==> src/rtl/pop_timing_pkg.sv <==
// Shared timing definitions for the push-button front end.
// Holds the debouncer state encoding and the default qualification
// constants, so every instance agrees on them.
package pop_timing_pkg;

  typedef enum logic [1:0] {
    IDLE      = 2'd0,
    ARMING    = 2'd1,
    HELD      = 2'd2,
    RELEASING = 2'd3
  } debounce_state_t;

  localparam int unsigned DEBOUNCE_STABLE_TICKS = 4;
  localparam int unsigned LONG_PRESS_TICKS      = 8192;

endpackage

==> src/rtl/button_debouncer_if.sv <==
// Signal bundle between the debouncer and its surroundings.
//   tick_in          : debounce square wave (rising edges sample)
//   button_in        : raw button pin, asynchronous
//   btn_level        : debounced level, 1 = pressed
//   press_pulse      : one-cycle strobe on accepted press
//   release_pulse    : one-cycle strobe on accepted release
//   long_press_pulse : one-cycle strobe after the long-press hold time
// master drives tick/pin and consumes the results; slave is the debouncer.
interface button_debouncer_if;
  logic tick_in;
  logic button_in;
  logic btn_level;
  logic press_pulse;
  logic release_pulse;
  logic long_press_pulse;

  modport master (
    output tick_in,
    output button_in,
    input  btn_level,
    input  press_pulse,
    input  release_pulse,
    input  long_press_pulse
  );

  modport slave (
    input  tick_in,
    input  button_in,
    output btn_level,
    output press_pulse,
    output release_pulse,
    output long_press_pulse
  );
endinterface

==> src/rtl/button_debouncer_sync_2ff.sv <==
// Generic two-flop synchroniser for asynchronous single-bit pins.
//   clk, rst_n : clock, asynchronous active-low reset
//   i_d        : asynchronous input
//   o_q        : synchronised output (2 cycles latency)
// RESET_VAL sets the idle level both flops hold during reset.
module sync_2ff #(
  parameter logic RESET_VAL = 1'b0
) (
  input  logic clk,
  input  logic rst_n,
  input  logic i_d,
  output logic o_q
);

  logic r_meta;
  logic r_sync;

  always_ff @(posedge clk or negedge rst_n) begin
    if (!rst_n) begin
      r_meta <= RESET_VAL;
      r_sync <= RESET_VAL;
    end else begin
      r_meta <= i_d;
      r_sync <= r_meta;
    end
  end

  assign o_q = r_sync;

endmodule

==> src/rtl/button_debouncer.sv <==
// Push-button debouncer sampled on rising edges of the debounce tick.
//   clk, rst_n : system clock, asynchronous active-low reset
//   bus        : button_debouncer_if slave (tick/pin in; level and
//                press/release/long-press strobes out, all registered)
// A level change is accepted after STABLE_TICKS agreeing samples; a
// long press fires once after LONG_TICKS held samples.
module button_debouncer
  import pop_timing_pkg::*;
#(
  parameter int unsigned STABLE_TICKS = DEBOUNCE_STABLE_TICKS,
  parameter int unsigned LONG_TICKS   = LONG_PRESS_TICKS,
  parameter bit          ACTIVE_LOW   = 1'b1
) (
  input  logic              clk,
  input  logic              rst_n,
  button_debouncer_if.slave bus
);

  localparam int unsigned SW = $clog2(STABLE_TICKS + 1);
  localparam int unsigned HW = $clog2(LONG_TICKS + 1);
  localparam logic [SW-1:0] STAB_MAX = SW'(STABLE_TICKS);
  localparam logic [SW-1:0] STAB_ONE = SW'(1);
  localparam logic [HW-1:0] HOLD_MAX = HW'(LONG_TICKS);
  localparam logic [HW-1:0] HOLD_ONE = HW'(1);

  logic            w_sync_pin;
  logic            w_raw_pressed;
  logic            w_tick_en;
  logic [SW-1:0]   w_stab_inc;
  logic [HW-1:0]   w_hold_inc;

  debounce_state_t r_state,  w_state_nxt;
  logic [SW-1:0]   r_stab_cnt, w_stab_nxt;
  logic [HW-1:0]   r_hold_cnt, w_hold_nxt;
  logic            r_tick_d;
  logic            r_level,   w_level_nxt;
  logic            r_press,   w_press_nxt;
  logic            r_release, w_release_nxt;
  logic            r_long,    w_long_nxt;

  // Synchroniser idles at the not-pressed pin level.
  sync_2ff #(.RESET_VAL(ACTIVE_LOW)) u_sync (
    .clk   (clk),
    .rst_n (rst_n),
    .i_d   (bus.button_in),
    .o_q   (w_sync_pin)
  );

  assign w_raw_pressed = w_sync_pin ^ ACTIVE_LOW;
  assign w_tick_en     = bus.tick_in & ~r_tick_d;
  assign w_stab_inc    = r_stab_cnt + STAB_ONE;
  assign w_hold_inc    = r_hold_cnt + HOLD_ONE;

  always_comb begin
    w_state_nxt   = r_state;
    w_stab_nxt    = r_stab_cnt;
    w_hold_nxt    = r_hold_cnt;
    w_press_nxt   = 1'b0;
    w_release_nxt = 1'b0;
    w_long_nxt    = 1'b0;
    if (w_tick_en) begin
      unique case (r_state)
        IDLE: begin
          if (w_raw_pressed) begin
            if (STABLE_TICKS == 1) begin
              w_state_nxt = HELD;
              w_press_nxt = 1'b1;
              w_hold_nxt  = '0;
              w_stab_nxt  = '0;
            end else begin
              w_state_nxt = ARMING;
              w_stab_nxt  = STAB_ONE;
            end
          end
        end
        ARMING: begin
          if (w_raw_pressed) begin
            if (w_stab_inc == STAB_MAX) begin
              w_state_nxt = HELD;
              w_press_nxt = 1'b1;
              w_hold_nxt  = '0;
              w_stab_nxt  = '0;
            end else begin
              w_stab_nxt  = w_stab_inc;
            end
          end else begin
            w_state_nxt = IDLE;
            w_stab_nxt  = '0;
          end
        end
        HELD: begin
          if (w_raw_pressed) begin
            // Saturating count; the strobe fires only on reaching the limit.
            if (r_hold_cnt != HOLD_MAX) begin
              w_hold_nxt = w_hold_inc;
              w_long_nxt = (w_hold_inc == HOLD_MAX);
            end
          end else if (STABLE_TICKS == 1) begin
            w_state_nxt   = IDLE;
            w_release_nxt = 1'b1;
            w_hold_nxt    = '0;
          end else begin
            w_state_nxt = RELEASING;
            w_stab_nxt  = STAB_ONE;
          end
        end
        RELEASING: begin
          if (!w_raw_pressed) begin
            if (w_stab_inc == STAB_MAX) begin
              w_state_nxt   = IDLE;
              w_release_nxt = 1'b1;
              w_stab_nxt    = '0;
              w_hold_nxt    = '0;
            end else begin
              w_stab_nxt    = w_stab_inc;
            end
          end else begin
            // Bounce back to HELD keeps the accumulated hold time.
            w_state_nxt = HELD;
            w_stab_nxt  = '0;
          end
        end
        default: begin
          w_state_nxt = IDLE;
          w_stab_nxt  = '0;
          w_hold_nxt  = '0;
        end
      endcase
    end
    w_level_nxt = (w_state_nxt == HELD) || (w_state_nxt == RELEASING);
  end

  always_ff @(posedge clk or negedge rst_n) begin
    if (!rst_n) begin
      r_state    <= IDLE;
      r_stab_cnt <= '0;
      r_hold_cnt <= '0;
      r_tick_d   <= 1'b0;
      r_level    <= 1'b0;
      r_press    <= 1'b0;
      r_release  <= 1'b0;
      r_long     <= 1'b0;
    end else begin
      r_state    <= w_state_nxt;
      r_stab_cnt <= w_stab_nxt;
      r_hold_cnt <= w_hold_nxt;
      r_tick_d   <= bus.tick_in;
      r_level    <= w_level_nxt;
      r_press    <= w_press_nxt;
      r_release  <= w_release_nxt;
      r_long     <= w_long_nxt;
    end
  end

  assign bus.btn_level        = r_level;
  assign bus.press_pulse      = r_press;
  assign bus.release_pulse    = r_release;
  assign bus.long_press_pulse = r_long;

endmodule

==> src/flat_wrapper.sv <==
// flat-port wrapper written by rule: the top's interface ports become plain ports
module button_debouncer_flat import pop_timing_pkg::*;
#(
  parameter int unsigned STABLE_TICKS = DEBOUNCE_STABLE_TICKS,
  parameter int unsigned LONG_TICKS   = LONG_PRESS_TICKS,
  parameter bit          ACTIVE_LOW   = 1'b1
)
  (clk, rst_n, bus_tick_in, bus_button_in, bus_btn_level, bus_press_pulse, bus_release_pulse, bus_long_press_pulse);
  button_debouncer_if bus_i ();
  input  logic clk;
  input  logic rst_n;
  input wire logic [$bits(bus_i.tick_in)-1:0] bus_tick_in;
  input wire logic [$bits(bus_i.button_in)-1:0] bus_button_in;
  output wire logic [$bits(bus_i.btn_level)-1:0] bus_btn_level;
  output wire logic [$bits(bus_i.press_pulse)-1:0] bus_press_pulse;
  output wire logic [$bits(bus_i.release_pulse)-1:0] bus_release_pulse;
  output wire logic [$bits(bus_i.long_press_pulse)-1:0] bus_long_press_pulse;
  assign bus_i.tick_in = bus_tick_in;
  assign bus_i.button_in = bus_button_in;
  assign bus_btn_level = bus_i.btn_level;
  assign bus_press_pulse = bus_i.press_pulse;
  assign bus_release_pulse = bus_i.release_pulse;
  assign bus_long_press_pulse = bus_i.long_press_pulse;
  button_debouncer #(.STABLE_TICKS(STABLE_TICKS), .LONG_TICKS(LONG_TICKS), .ACTIVE_LOW(ACTIVE_LOW)) u_core (.clk(clk), .rst_n(rst_n), .bus(bus_i));
endmodule
==> config.mk <==
export PLATFORM = sky130hd
export DESIGN_NAME = button_debouncer_flat
export DESIGN_NICKNAME = d
export VERILOG_FILES = /design/src/rtl/pop_timing_pkg.sv /design/src/rtl/button_debouncer_if.sv /design/src/rtl/button_debouncer_sync_2ff.sv /design/src/rtl/button_debouncer.sv /design/src/flat_wrapper.sv
export SDC_FILE = /design/constraint.sdc
export NUM_CORES = 1
export LEC_CHECK = 0
export CAP_MARGIN = 10
export CORE_ASPECT_RATIO = 0.75
export CORE_MARGIN = 2
export CORE_UTILIZATION = 52
export DETAILED_ROUTE_END_ITERATION = 7
export HOLD_SLACK_MARGIN = 0.12
export PLACE_DENSITY_LB_ADDON = 0.08
export SLEW_MARGIN = 20
export SYNTH_ARGS = -nofsm -noshare
export SYNTH_HDL_FRONTEND = slang
export SYNTH_HIERARCHICAL = 1
export SYNTH_SLANG_ARGS = --single-unit
==> constraint.sdc <==
create_clock -name clk -period 1.7 [get_ports clk]
set_input_delay 0.425 -clock clk [delete_from_list [all_inputs] [get_ports clk]]
set_output_delay 0.425 -clock clk [all_outputs]
set_load 0.02 [all_outputs]
### Word level (Yosys, flattened, before mapping)

Cells that the tools add are included.

| storage, ports and cells | value |
|---|---|
| flip-flop bits (word level) | 26 |
| latch bits | 0 |
| bits in writable memories | 0 |
| ROM bits | 0 |
| input port bits | 4 |
| output and inout bits | 4 |
| logic and storage cells | 64 |
| memories | 0 |

| operators by class | value |
|---|---|
| add/subtract/negate cells | 2 |
| multiply operators | 0 |
| divide/modulo/power cells | 0 |
| $lt $le $gt $ge | 0 |
| equal/unequal tests | 14 |
| shifts and indexed selects | 0 |
| mux-type cells | 31 |
| bitwise logic cells | 2 |
| reduce and logical (&&, ||, !) cells | 5 |

Operator list:

| cell | number |
|---|---|
| two-way mux 14 bit | 5 |
| one-hot mux 14 bit (3 select lines) | 1 |
| two-way mux 3 bit | 5 |
| adder 14 x 1 -> 14 bit (second input constant) | 1 |
| equality test 14 bit (second input constant) | 1 |
| two-way mux 2 bit | 7 |
| inequality test 14 bit (second input constant) | 1 |
| one-hot mux 3 bit (4 select lines) | 1 |
| two-way mux 1 bit | 11 |
| inequality test 2 bit (second input constant) | 5 |
| equality test 2 bit (second input constant) | 4 |
| one-hot mux 2 bit (4 select lines) | 1 |
| AND reduction 6 bit | 1 |
| adder 3 x 1 -> 3 bit (second input constant) | 1 |
| equality test 3 bit (second input constant) | 1 |
| AND reduction 3 bit | 1 |
| nonzero test 3 bit | 1 |
| equality test 2 x 1 -> 1 bit (second input constant) | 1 |
| logical NOT 2 bit | 1 |
| inequality test 2 x 1 -> 1 bit (second input constant) | 1 |
| AND 1 bit | 1 |
| logical OR 1 bit | 1 |
| inverter 1 bit | 1 |

### Logic depth before layout (Yosys ltp)

| logic depth | value |
|---|---|
| word-level depth | 8 |
| gate-level depth with buffers | 8 |

### Hierarchy

Netlist, hierarchy kept.

Modules (own cells, without submodules):

| module | instances | cells an instance | area an instance (sq um) | sequential area each (sq um) |
|---|---|---|---|---|
| button_debouncer | 1 | 151 | 1402.6 | 600.6 |
| sync_2ff | 1 | 2 | 52.6 | 52.6 |

### Worst setup path after synthesis

Ideal clock, no wire load.

| path | value |
|---|---|
| path type | reg2reg |
| start | reg u_core.u_sync.r_sync, in the netlist u_core/u_sync/o_q |
| end | reg u_core.r_hold_cnt[13] |
| setup time | 125 ps |
| arrival time | 1581 ps |
| data required time | 1575 ps |
| path slack | -6 ps |
| cell stages (with the launch flop) | 6 |
| cells stage by stage | dfstp_2 clkbuf_1 xor2_1 nor2_1 a21oi_4 mux2_2 |

| between the ends | value |
|---|---|
| longest elaborated chain between the ends | 2 |

Ends and longest elaborated chain:

| what | RTL line | text |
|---|---|---|
| from (decl) | button_debouncer_sync_2ff.sv:16 | `logic r_sync;` |
| from (signal assigned) | button_debouncer_sync_2ff.sv:24 | `r_sync <= r_meta;` |
| inequality test 2 bit (no source line) | - |  |
| AND reduction 6 bit (no source line) (*) | - |  |
| to (signal assigned) | button_debouncer.sv:146 | `r_hold_cnt <= w_hold_nxt;` |
| to (decl) | button_debouncer.sv:34 | `logic [HW-1:0] r_hold_cnt, w_hold_nxt;` |

Mark *: on every way between the ends. The rest lies on a longest branch, timed or not.
A chain may end at the register's enable or synchronous reset.

### Final worst setup path

| path | value |
|---|---|
| start | reg u_core.r_hold_cnt[1] |
| end | reg u_core.r_hold_cnt[13] |

| between the ends | value |
|---|---|
| longest elaborated chain between the ends | 4 |

Ends and longest elaborated chain:

| what | RTL line | text |
|---|---|---|
| adder 14 x 1 -> 14 bit | button_debouncer.sv:52 | `assign w_hold_inc = r_hold_cnt + HOLD_ONE;` |
| two-way mux 14 bit | button_debouncer.sv:94 | `if (r_hold_cnt != HOLD_MAX) begin` |
| two-way mux 14 bit | button_debouncer.sv:92 | `if (w_raw_pressed) begin` |
| one-hot mux 14 bit (3 select lines) | button_debouncer.sv:62 | `unique case (r_state)` |

Several ways; a longest one is shown, not always the timed one. The select of a mux whose other input is x is not followed.

==> results <==
[Yosys cell counts, types with 2 or more instances]
master    count
a31oi_1       3
dfstp_2       2
clkbuf_1      2
buf_2         2
inv_1         6
o21ai_1       5
nor3_1        4
nand2b_1      2
xor2_1        2
nand2_1      13
mux2_2        3
ha_1          5
a32o_1        2
nor2b_1       2
a21oi_1       2
nand3_1       9
o21ai_0      15
o31ai_1       7
nor2_1       17
xnor2_1       2
dfrtp_1      24
nand4_1       3
[through the flow]
stage	power [uW]	std cells	hold slack, ns	setup slack [ns]
finish	1510	226	0.3598	0.03535
CTS	1505	225	0.3606	0.01727
floorplan	943.6	153	0.1294	0.02851
detailed placement	1103	218	0.3468	-0.3016
global placement	1089	218	0.3491	-0.2708
global route	1599	226	0.3653	-0.04695
[final cells by class]
class                           instances  area [um^2]
Inverter                                6        22.52
Sequential cell                        26        653.1
Fill cell                             209        757.0
Tap cell                               36        45.04
Timing Repair Buffer                   40        324.1
Multi-Input combinational cell        114        785.8
Clock buffer                            4        55.05
[power by group]
group          internal (uW)  switching [uW]
clock                    207             187
combinational            190             214
sequential               678            34.3
[worst max-delay path, stage by stage (launching register included)]
cell and delay [ns]:
dfrtp_1 0.40, inv_1 0.06, ha_2 0.15, and4bb_2 0.27, nand4_4 0.12, a21oi_4 0.22
mux2_2 0.35
[how the worst max path moves through the flow]
stage	slack [ns]	depth (start not counted)	endpoint
after floorplan	0.03	6	u_core/r_hold_cnt[13]$_DFFE_PN0P_
after global placement	-0.27	5	u_core/r_hold_cnt[13]$_DFFE_PN0P_
after detailed placement	-0.30	5	u_core/r_hold_cnt[13]$_DFFE_PN0P_
after CTS	0.02	7	u_core/bus.long_press_pulse$_DFF_PN0_
after global routing	-0.05	6	u_core/r_hold_cnt[13]$_DFFE_PN0P_
final	0.04	6	u_core/r_hold_cnt[13]$_DFFE_PN0P_
[state kept, by name (all words and copies together), names as in the netlist]
register                     cells
u_core/r_tick_d                  1
u_core/bus.btn_level             1
u_core/r_hold_cnt               14
u_core/bus.long_press_pulse      1
u_core/r_stab_cnt                3
u_core/u_sync/r_meta             1
u_core/bus.release_pulse         1
u_core/r_state                   2
u_core/u_sync/o_q                1
u_core/bus.press_pulse           1
[kinds of logic after synthesis]
group | after synthesis | share of synthesized area
simple gates | 63 | 0.2451
compound gates | 39 | 0.1720
flops | 26 | 0.4488
buf+inv | 13 | 0.04385
fa+ha+maj | 5 | 0.04299
xor+xnor | 4 | 0.02408
mux | 3 | 0.02321
[routing by layer]
| layer | GRT usage | up-vias | part of all wire |
|---|---|---|---|
| li1 | - | 629 | - |
| met1 | 0.3294 | 589 | 0.53 |
| met2 | 0.3144 | 33 | 0.41 |
| met3 | 0.04110 | 0 | 0.057 |
| met4 | 0.03125 | 0 | 0 |
| met5 | 0 | - | 0 |
[what timing repair did]
action                     in CTS  in global routing
setup buffers                   3                  1
resized for setup               3                 18
setup endpoints to repair       4                 15
pin swaps                       2                  6
==> run metrics <==
status=finished clean; Port Buffers=7; Hold Startpoint=u_core/u_sync/r_meta$_DFF_PN1_; Synth cell types=43; routability cong.=0.8829; PD cells=800.7 mW/mm^2; design area=0.001886 mm^2; CP arrival=about 1.8 ns; Critical Path RT=1.86 ns; CORE AREA=approximately 0.0026 mm^2; std cell rows=16; Final Setup Violations=0; Startpoint Class=flop; IO Count=8; commonest non-fill, non-tap cell in the layout=buf_4; Initial Utilization=0.5507; most frequent cells in the layout=buf_4, dfrtp_1, nor2_1; Area growth syn-to-layout=29.58%; Synth Net Count=approximately 160; Worst Hold End=u_core/u_sync/o_q$_DFF_PN1_; DRC viols=0; crit end category=flop; H-tree level count=1; NumNets Final=200; wire per inst=13.27 um; Max clock buf depth=2; fraction of layout cells with a size suffix above 1=0.3105; hold path depth=0; Max Slew Vio Count=0; post-synthesis register bit count=26; RR Startpoint=u_core/r_hold_cnt[1]$_DFFE_PN0P_; first-pass GRT wire length=5409 um; GRT Residual Overflow=0; Mapped Cells=153; pin count of the biggest net entering global routing=27; fmax=600.7 MHz; worst reg-to-reg setup slack=0.04 ns; post-synth top area share=0.4127; Slew HR=0.7788; hold buffer count at cts=0; Iteration-0 DRC Markers=140; Root Driver=clkbuf_8; total die area=0.003242 mm^2; reg-to-reg endpoint=u_core/r_hold_cnt[13]$_DFFE_PN0P_; gr usage total=0.2123; vias in the first global route=between 1000 and 1500; # clock sinks=26; initial antenna violation count=0; Cell Area, Synth=0.001455 mm^2; RSZ-0062 raised after global routing=yes; Via Count=1251; Clock Skews=0.004109 ns; number of enable flip-flop cells after synthesis=0; Final Hold Fails=0; IR drop worst, VDD=0.0007170 V; Chip Height=about 50 um; critical path class=reg2reg; worst-margin pin slew=0.3318 ns; DR vias/cell=5.535; P_leak=0.0008154 uW; syn_area_per_cell=9.511 um^2; DRT antenna net count=0; reg2reg path depth=6; Reg clk slew, reported paths=~0.09 ns; CTS tree=done; die width=65.09 um; CTS Buf Count=3; Seq/Total Area, Yosys=0.4488; clk_lat worst skew=between 0.2 and 0.3 ns; Period minus WS final=1.665 ns; Post-synth ARST share=1.000; setup TNS=0 ns; critical path peak fanout=4; DP Wirelength=2191 um; Yosys top cell by area=dfrtp_1; Cell Area, Placed=0.001747 mm^2; Ys Warns=6; DRT Wirelength=approximately 3000 um; Pre-antenna DRT Iters=4; max-cap violation count=0; final worst path period share=0.9792; largest cells by area after synthesis=dfrtp_1, o21ai_0, nor2_1, ha_1, dfstp_2; Final Util=0.7135; Hold Crit Class=reg2reg; crit path launch=u_core/r_hold_cnt[1]$_DFFE_PN0P_; Top FF cell, synth=dfrtp_1; ant diodes=0
Power figures use the tool's default switching activity.
